### src/rtl/spi_pwm_regbank.sv
// PWM register bank fed by decoded SPI writes: staging registers, period-boundary
// shadow loads, prescaled counter and NUM_CH registered PWM outputs.
module spi_pwm_regbank #(
  parameter int NUM_CH = 4,
  parameter int WIDTH  = 8,
  parameter int ADDR_W = 4
) (
  input  logic              clk,
  input  logic              rst_n,
  input  logic              wr_en,
  input  logic [ADDR_W-1:0] wr_addr,
  input  logic [WIDTH-1:0]  wr_data,
  input  logic [ADDR_W-1:0] rd_addr,
  output logic [WIDTH-1:0]  rd_data,
  output logic [NUM_CH-1:0] pwm_out,
  output logic              period_tick
);

  localparam logic [ADDR_W-1:0] A_CTRL     = ADDR_W'(0);
  localparam logic [ADDR_W-1:0] A_PRESCALE = ADDR_W'(1);
  localparam logic [ADDR_W-1:0] A_PERIOD   = ADDR_W'(2);
  localparam logic [ADDR_W-1:0] A_STATUS   = ADDR_W'(3);

  logic [1:0]       r_ctrl;
  logic [WIDTH-1:0] r_prescale;
  logic [WIDTH-1:0] r_period;
  logic [WIDTH-1:0] r_duty [NUM_CH];
  logic [WIDTH-1:0] r_prescale_act;
  logic [WIDTH-1:0] r_period_act;
  logic [WIDTH-1:0] r_duty_act [NUM_CH];
  logic [WIDTH-1:0] r_pre_cnt;
  logic [WIDTH-1:0] r_cnt;
  logic [NUM_CH-1:0] r_pwm;
  logic             r_period_tick;
  logic [WIDTH-1:0] w_rd_data;

  logic w_en;
  logic w_pol;
  logic w_tick;
  assign w_en   = r_ctrl[0];
  assign w_pol  = r_ctrl[1];
  assign w_tick = (r_pre_cnt == r_prescale_act);

  // Staging register writes from the SPI slave; STATUS and unmapped addresses are dropped.
  always_ff @(posedge clk) begin
    if (!rst_n) begin
      r_ctrl     <= 2'b00;
      r_prescale <= '0;
      r_period   <= '1;
      for (int i = 0; i < NUM_CH; i++) r_duty[i] <= '0;
    end else if (wr_en) begin
      case (wr_addr)
        A_CTRL:     r_ctrl     <= wr_data[1:0];
        A_PRESCALE: r_prescale <= wr_data;
        A_PERIOD:   r_period   <= wr_data;
        default:    ;
      endcase
      for (int i = 0; i < NUM_CH; i++) begin
        if (wr_addr == ADDR_W'(4 + i)) r_duty[i] <= wr_data;
      end
    end
  end

  // Prescaler, period counter and shadow loads at each wrap (or continuously while idle).
  always_ff @(posedge clk) begin
    if (!rst_n) begin
      r_prescale_act <= '0;
      r_period_act   <= '1;
      for (int i = 0; i < NUM_CH; i++) r_duty_act[i] <= '0;
      r_pre_cnt      <= '0;
      r_cnt          <= '0;
      r_period_tick  <= 1'b0;
    end else if (!w_en) begin
      r_prescale_act <= r_prescale;
      r_period_act   <= r_period;
      r_duty_act     <= r_duty;
      r_pre_cnt      <= '0;
      r_cnt          <= '0;
      r_period_tick  <= 1'b0;
    end else begin
      r_period_tick <= w_tick && (r_cnt == r_period_act);
      if (w_tick) begin
        r_pre_cnt <= '0;
        if (r_cnt == r_period_act) begin
          r_cnt          <= '0;
          r_prescale_act <= r_prescale;
          r_period_act   <= r_period;
          r_duty_act     <= r_duty;
        end else begin
          r_cnt <= r_cnt + WIDTH'(1);
        end
      end else begin
        r_pre_cnt <= r_pre_cnt + WIDTH'(1);
      end
    end
  end

  // Output compare; POL is taken straight from staging so it applies without waiting for a wrap.
  always_ff @(posedge clk) begin
    if (!rst_n) begin
      r_pwm <= '0;
    end else begin
      for (int i = 0; i < NUM_CH; i++) begin
        r_pwm[i] <= w_en ? ((r_cnt < r_duty_act[i]) ^ w_pol) : w_pol;
      end
    end
  end

  // Combinational read mux driving MISO shift-out.
  always_comb begin
    w_rd_data = '0;
    case (rd_addr)
      A_CTRL:     w_rd_data = {{(WIDTH-2){1'b0}}, r_ctrl};
      A_PRESCALE: w_rd_data = r_prescale;
      A_PERIOD:   w_rd_data = r_period;
      A_STATUS:   w_rd_data = r_cnt;
      default: begin
        for (int i = 0; i < NUM_CH; i++) begin
          w_rd_data = w_rd_data | ((rd_addr == ADDR_W'(4 + i)) ? r_duty[i] : '0);
        end
      end
    endcase
  end

  assign rd_data     = w_rd_data;
  assign pwm_out     = r_pwm;
  assign period_tick = r_period_tick;

endmodule

### config.mk
export PLATFORM = sky130hd
export DESIGN_NAME = spi_pwm_regbank
export DESIGN_NICKNAME = d
export VERILOG_FILES = /design/src/rtl/spi_pwm_regbank.sv
export SDC_FILE = /design/constraint.sdc
export NUM_CORES = 1
export LEC_CHECK = 0
export CAP_MARGIN = 20
export CORE_MARGIN = 2
export CORE_UTILIZATION = 50
export CTS_CLUSTER_DIAMETER = 150
export DETAILED_ROUTE_END_ITERATION = 7
export GPL_TIMING_DRIVEN = 1
export PLACE_DENSITY = 0.71
export SETUP_SLACK_MARGIN = 0.2
export SYNTH_ARGS = -nofsm -noshare
export SYNTH_HDL_FRONTEND = slang
export SYNTH_SLANG_ARGS = --single-unit
### constraint.sdc
create_clock -name clk -period 2.1 [get_ports clk]
set_clock_uncertainty 0.1 [all_clocks]
set_input_delay 0.42 -clock clk [delete_from_list [all_inputs] [get_ports clk]]
set_output_delay 0.42 -clock clk [all_outputs]
set_load 0.005 [all_outputs]
---- Word level (Yosys, flattened, before mapping) ----
Index checks and enable logic that the tools add are counted.
word-level totals
  input bits .............................. 19
  word-level logic and storage cells ...... 81
  output and inout port bits .............. 13
  bits in registers ....................... 119
operators by class
  add/subtract/negate cells ............... 2
  muxes and demuxes ....................... 19
  bitwise operators ....................... 9
  magnitude comparators ................... 4
  reductions and logical operators ........ 13
  eq/ne operators ......................... 17
operator list
  kind                   count
  $mux W32               3
  $mux W8                11
  $eq A4 B3 Y1 const B   8
  $lt A8 B8 Y1           4
  $pmux W8 S4            1
  $or A8 B8 Y8           3
  $reduce_and A2 Y1      9
  $add A8 B1 Y8 const B  2
  $eq A8 B8 Y1           2
  $eq A4 B2 Y1 const B   3
  $eq A4 B1 Y1 const B   2
  $logic_not A4 Y1       2
  $mux W1                4
  $ne A2 B1 Y1 const B   2
  $xor A1 B1 Y1          4
  $reduce_or A3 Y1       1
  $not A1 Y1             2
  $logic_and A1 B1 Y1    1

---- Logic depth before layout (Yosys ltp) ----
  depth after elaboration ................. 6
  mapped depth ............................ 8
  mapped depth without buffers ............ 7

---- Worst setup path after synthesis ----
Ideal clock, no wire load.
  kind .................................... input to output
  from .................................... input port rd_addr[0]
  to ...................................... output port rd_data[0]
  buffers on the path ..................... 2
  setup slack ............................. -172 ps
  data required time ...................... 1580 ps
  data arrival time ....................... 1752 ps
  stages on the path ...................... 5
  cell sequence ........................... buf_2 > buf_1 > mux4_2 > mux2i_1 > nor2_1
between the ends
  cells in the longest elaborated chain, start to end .. 6
  elaborated cells on any way between the ends .. 16
  classes of those cells .................. eq/ne: 7; mux: 5; bitwise: 3; reduce/logical: 1
RTL lines
  what                        line  RTL
  start: declaration          13    input logic [ADDR_W-1:0] rd_addr,
  $eq A4 B3 Y1                119   w_rd_data = w_rd_data | ((rd_addr == ADDR_W'(4 + i)) ? r_duty[i] : '0);
  $mux W8                     119
  $or A8 B8 Y8 (3 in series)  119
  $pmux W8 S4 *               112   case (rd_addr)
  end: declaration            14    output logic [WIDTH-1:0] rd_data,
Mark *: on every way between the ends. The rest lies on a longest branch, timed or not.

---- Worst setup path after layout ----
  from .................................... register r_cnt[5]
  to ...................................... register r_prescale_act[6]
between the ends
  cells in the longest elaborated chain, start to end .. 3
RTL lines
  what                         line  RTL
  start: declaration           32    logic [WIDTH-1:0] r_cnt;
  start signal: assignment     90    r_cnt <= r_cnt + WIDTH'(1);
  $eq A8 B8 Y1                 84    if (r_cnt == r_period_act) begin
  $ne A2 B1 Y1 (no line)       --
  $reduce_and A2 Y1 (no line)  --
  end signal: assignment       74    r_prescale_act <= r_prescale;
  end signal: assignment       86    r_prescale_act <= r_prescale;
  end: declaration             28    logic [WIDTH-1:0] r_prescale_act;
Every way passes these cells.
A chain may end at the register's enable or synchronous reset.

==> out/metrics.yaml <==
timing:
  setup_viol: 51
  worst_slack_ps: -149.8
  max-slew-margin-rel: 0.6012
  fmax_mhz: 444.5
  rsz0062_at_grt: "true"
  worst_pin_slew_ps: 598.2
  post-route-min-period_ps: 2250
  hold_violations: 0
  finalCritPeriodShare: 1.071
  fin_setup_tns_ps: -2675
  final_max_slew_viol_count: 0
synthesis:
  syn_inst: 624
  synthMuxAreaShare: 0.1532
  synth_edf_count: 0
  synthAdderAreaFrac: 0.06510
  synth-compound-area-share: 0.1016
  async_flop_share: 0
  synth-xor-area-share: 0.04253
  synth_area_um2: 5766
  synth_top_family_by_area: "simple AND/OR/NAND/NOR gates"
  ys_seq_elements: 119
  ys.warnings.count: 0
  ys_types: 40
  synth_area_per_cell_um2: 9.240
  seq_area_frac_synth: 0.4132
  syn_nets: 673
  ys_dominant_reg_cell: "dfxtp_1"
  yosys.area_share.simple: 0.1736
floorplan:
  coreArea_um2: 11320
  start_util: 0.5093
  die-area_um2: 12410
  die_h_um: 111.4
  die_w_um: 111.4
  num_io_pins: 32
  rows: 39
cells_and_area:
  regArea_um2: 2444
  syn2layout_area_growth_pct: 53.60
  fin_nets: 793
  nFillCells: 624
  antenna_cells: 0
  final_layout_size_suffix_gt1_frac: 0.4108
  multi_input_area_um2: 3842
clocking:
  htree_num_levels: 4
  cts_tree: "done"
  cts.sinks: 119
  path_clk_slew_ps: 60
  cts-root-buf: "clkbuf_16"
  ctsLongestPathBuffers: 2
  clk_latency_ps: 440
  cts_inserted_buffers: 17
grt:
  groute.usage.overall: 0.3331
  antenna_found_initial: 0
  grt_pass1_vias: 5613
  grt_pass1_wl_um: 31220
  overflow: 0
  grt_max_degree: 58
detailed_routing:
  drc: 0
  final_antenna_net_count: 0
  vias: 5592
  wire_per_inst_um: 24.49
  firstDrtPassIters: 5
  wirelength_um: 22040
  drt_iter0_drc: 614
  vias_per_cell: 6.213
critical_path:
  cpLargestDelayFamily: "buffers and inverters"
  critPathMostFrequentCell: "buf_6"
  critPathBufInv: 5
  crit_type: "reg -> reg"
  path_cells: "xnor2_1 > nand4_1 > o41ai_4 > buf_6 > buf_12 > buf_12 > buf_6 > buf_6 > nand3_2 > o21ai_1"
  cp-start-kind: "flip-flop"
  path_max_fanout: 6
  worstPathRequired_ps: 2360
  arrival_ps: 2510
  slowest_delay_ps: 350
  end_kind: "flip-flop"
  slowest_stage: "dfxtp_2"
worst_hold_path:
  hp-class: "in -> reg"
place:
  portBuffers: 31
  place_worst_setup_slack_ps: -778.2
  dp_hpwl_um: 11680
  place_congestion: 0.9958
pwr:
  p_leak_nw: 3.509
  p_per_area_nw_per_um2: 661.1
  irDropWorstVdd_mv: 1.038
run_status:
  status: "complete, but fails checks"
  violations: "setup timing"
job:
  max_cap_violations: 0
-- per-stage QoR --
stage / area (um^2) / hold slack [ps] / utilization / cells / power (mW)
3_3_place_gp: 6613 / 347.3 / 0.5841 / 810 / 2.634
2_1_floorplan: 5868 / 336.4 / - / 624 / 2.501
6_report: 8856 / 293.7 / 0.7823 / 900 / 5.855
4_1_cts: 8442 / 247.6 / 0.7457 / 892 / 5.811
5_1_grt: 8856 / 300.1 / 0.7823 / 900 / 5.981
3_5_place_dp: 6613 / 353.9 / 0.5841 / 810 / 2.641
-- path summary, 6_finish.rpt --
check,start,to,slack (ps),cells past startpoint
worst max register to register,r_cnt[5],r_prescale_act[6],-150,10
worst min register to register,r_pre_cnt[0],r_pre_cnt[0],350,1
worst max-delay path,r_cnt[5],r_prescale_act[6],-150,10
worst min-delay path,rst_n,r_prescale_act[5],290,3
-- cell usage after synthesis (2+ instances only) --
cell,n,area (um^2)
clkbuf_1,29,108.9
nand4_1,5,31.28
o21ai_0,20,100.1
ha_1,30,375.4
and4_1,3,26.28
and3_1,5,31.28
nor3_1,7,35.03
nor4_1,3,18.77
mux2_2,6,67.56
or2_2,3,18.77
inv_1,31,116.4
mux2i_1,59,590.6
xnor2_1,25,219.0
nor3b_1,3,22.52
a21o_1,9,67.56
xor2_1,3,26.28
nand3_1,52,260.3
nand2_1,42,157.7
and2_1,3,18.77
o21a_1,6,45.04
o31ai_1,28,210.2
a31oi_1,3,18.77
nor2_1,72,270.3
a22oi_1,6,45.04
nand2b_1,6,37.54
buf_2,3,15.01
mux4_2,10,225.2
a21oi_1,11,55.05
dfxtp_1,119,2382
nand3b_1,6,45.04
buf_4,2,15.01
buf_1,6,22.52
-- metal layers --
| layer | vias to the layer above | share of wire | global-route usage |
|---|---|---|---|
| met4 | 0 | 0.068 | 0.2008 |
| li1 | 2440 | - | - |
| met5 | - | 0 | 0 |
| met1 | 2728 | 0.38 | 0.3912 |
| met3 | 109 | 0.077 | 0.08873 |
| met2 | 315 | 0.47 | 0.5472 |
-- flip-flops by register name (all words and copies together) (netlist names) --
register,flops
r_duty,32
r_duty_act,32
r_cnt,8
r_period,8
r_period_act,8
r_pre_cnt,8
r_prescale,8
r_prescale_act,8
pwm_out,4
r_ctrl,2
period_tick,1
-- worst register-to-register path: stages (launching register included) --
cell and delay, ps:
dfxtp_2 350, xnor2_1 300, nand4_1 210, o41ai_4 350, buf_6 190, buf_12 150, buf_12 110, buf_6 100
buf_6 130, nand3_2 80, o21ai_1 100
-- cells in the final DEF (no fill, tap or decap), types with 8 or more instances in the layout --
cell type and instances:
nand2_1 42, buf_12 16, a21o_1 9, buf_4 58
o31ai_1 8, dfxtp_4 8, dfxtp_1 86, nand3_1 17
nand3_4 10, ha_1 27, o31ai_2 13, clkbuf_16 17
buf_6 22, mux2i_1 57, o21ai_2 11, buf_16 12
buf_2 10, nand3_2 25, inv_1 31, xnor2_1 18
nor2_1 68, dfxtp_2 25, mux4_2 10, clkdlybuf4s50_1 20
-- cell type report --
cell class,count,area share
Timing Repair Buffer,142,0.1856
Sequential cell,119,0.2759
Tap cell,143,0.02020
Inverter,32,0.01356
Multi-Input combinational cell,432,0.4339
Clock inverter,14,0.02232
Clock buffer,18,0.04846
-- power by group --
| part | internal, mW | total [mW] | leakage [nW] | switching, mW |
|---|---|---|---|---|
| combinational | 0.203 | 0.432 | 2.24 | 0.229 |
| sequential | 2.27 | 2.29 | 0.978 | 0.0208 |
| clock | 1.99 | 3.13 | 0.290 | 1.14 |
| total | 4.46 | 5.85 | 3.51 | 1.39 |
-- timing repair --
item                       in CTS  in global routing
buffers inserted               37                  8
setup endpoints to repair      64                 74
gates resized for setup       202                 60
gates cloned                   13                  0
hold endpoints to repair        0                  0
hold buffers                    0                  0
pin swaps                      53                 26
-- kinds of logic (layout without fill, tap and decap cells) --
| kind of cell | Yosys count | in the layout |
|---|---|---|
| flip-flops | 119 | 119 |
| AO/OA/AOI/OAI | 86 | 86 |
| adder cells (fa/ha/maj) | 30 | 30 |
| XOR/XNOR | 28 | 28 |
| buffers and inverters | 73 | 206 |
| AND/OR/NAND/NOR | 213 | 213 |
| multiplexers | 75 | 75 |
Power figures use the tool's default switching activity.
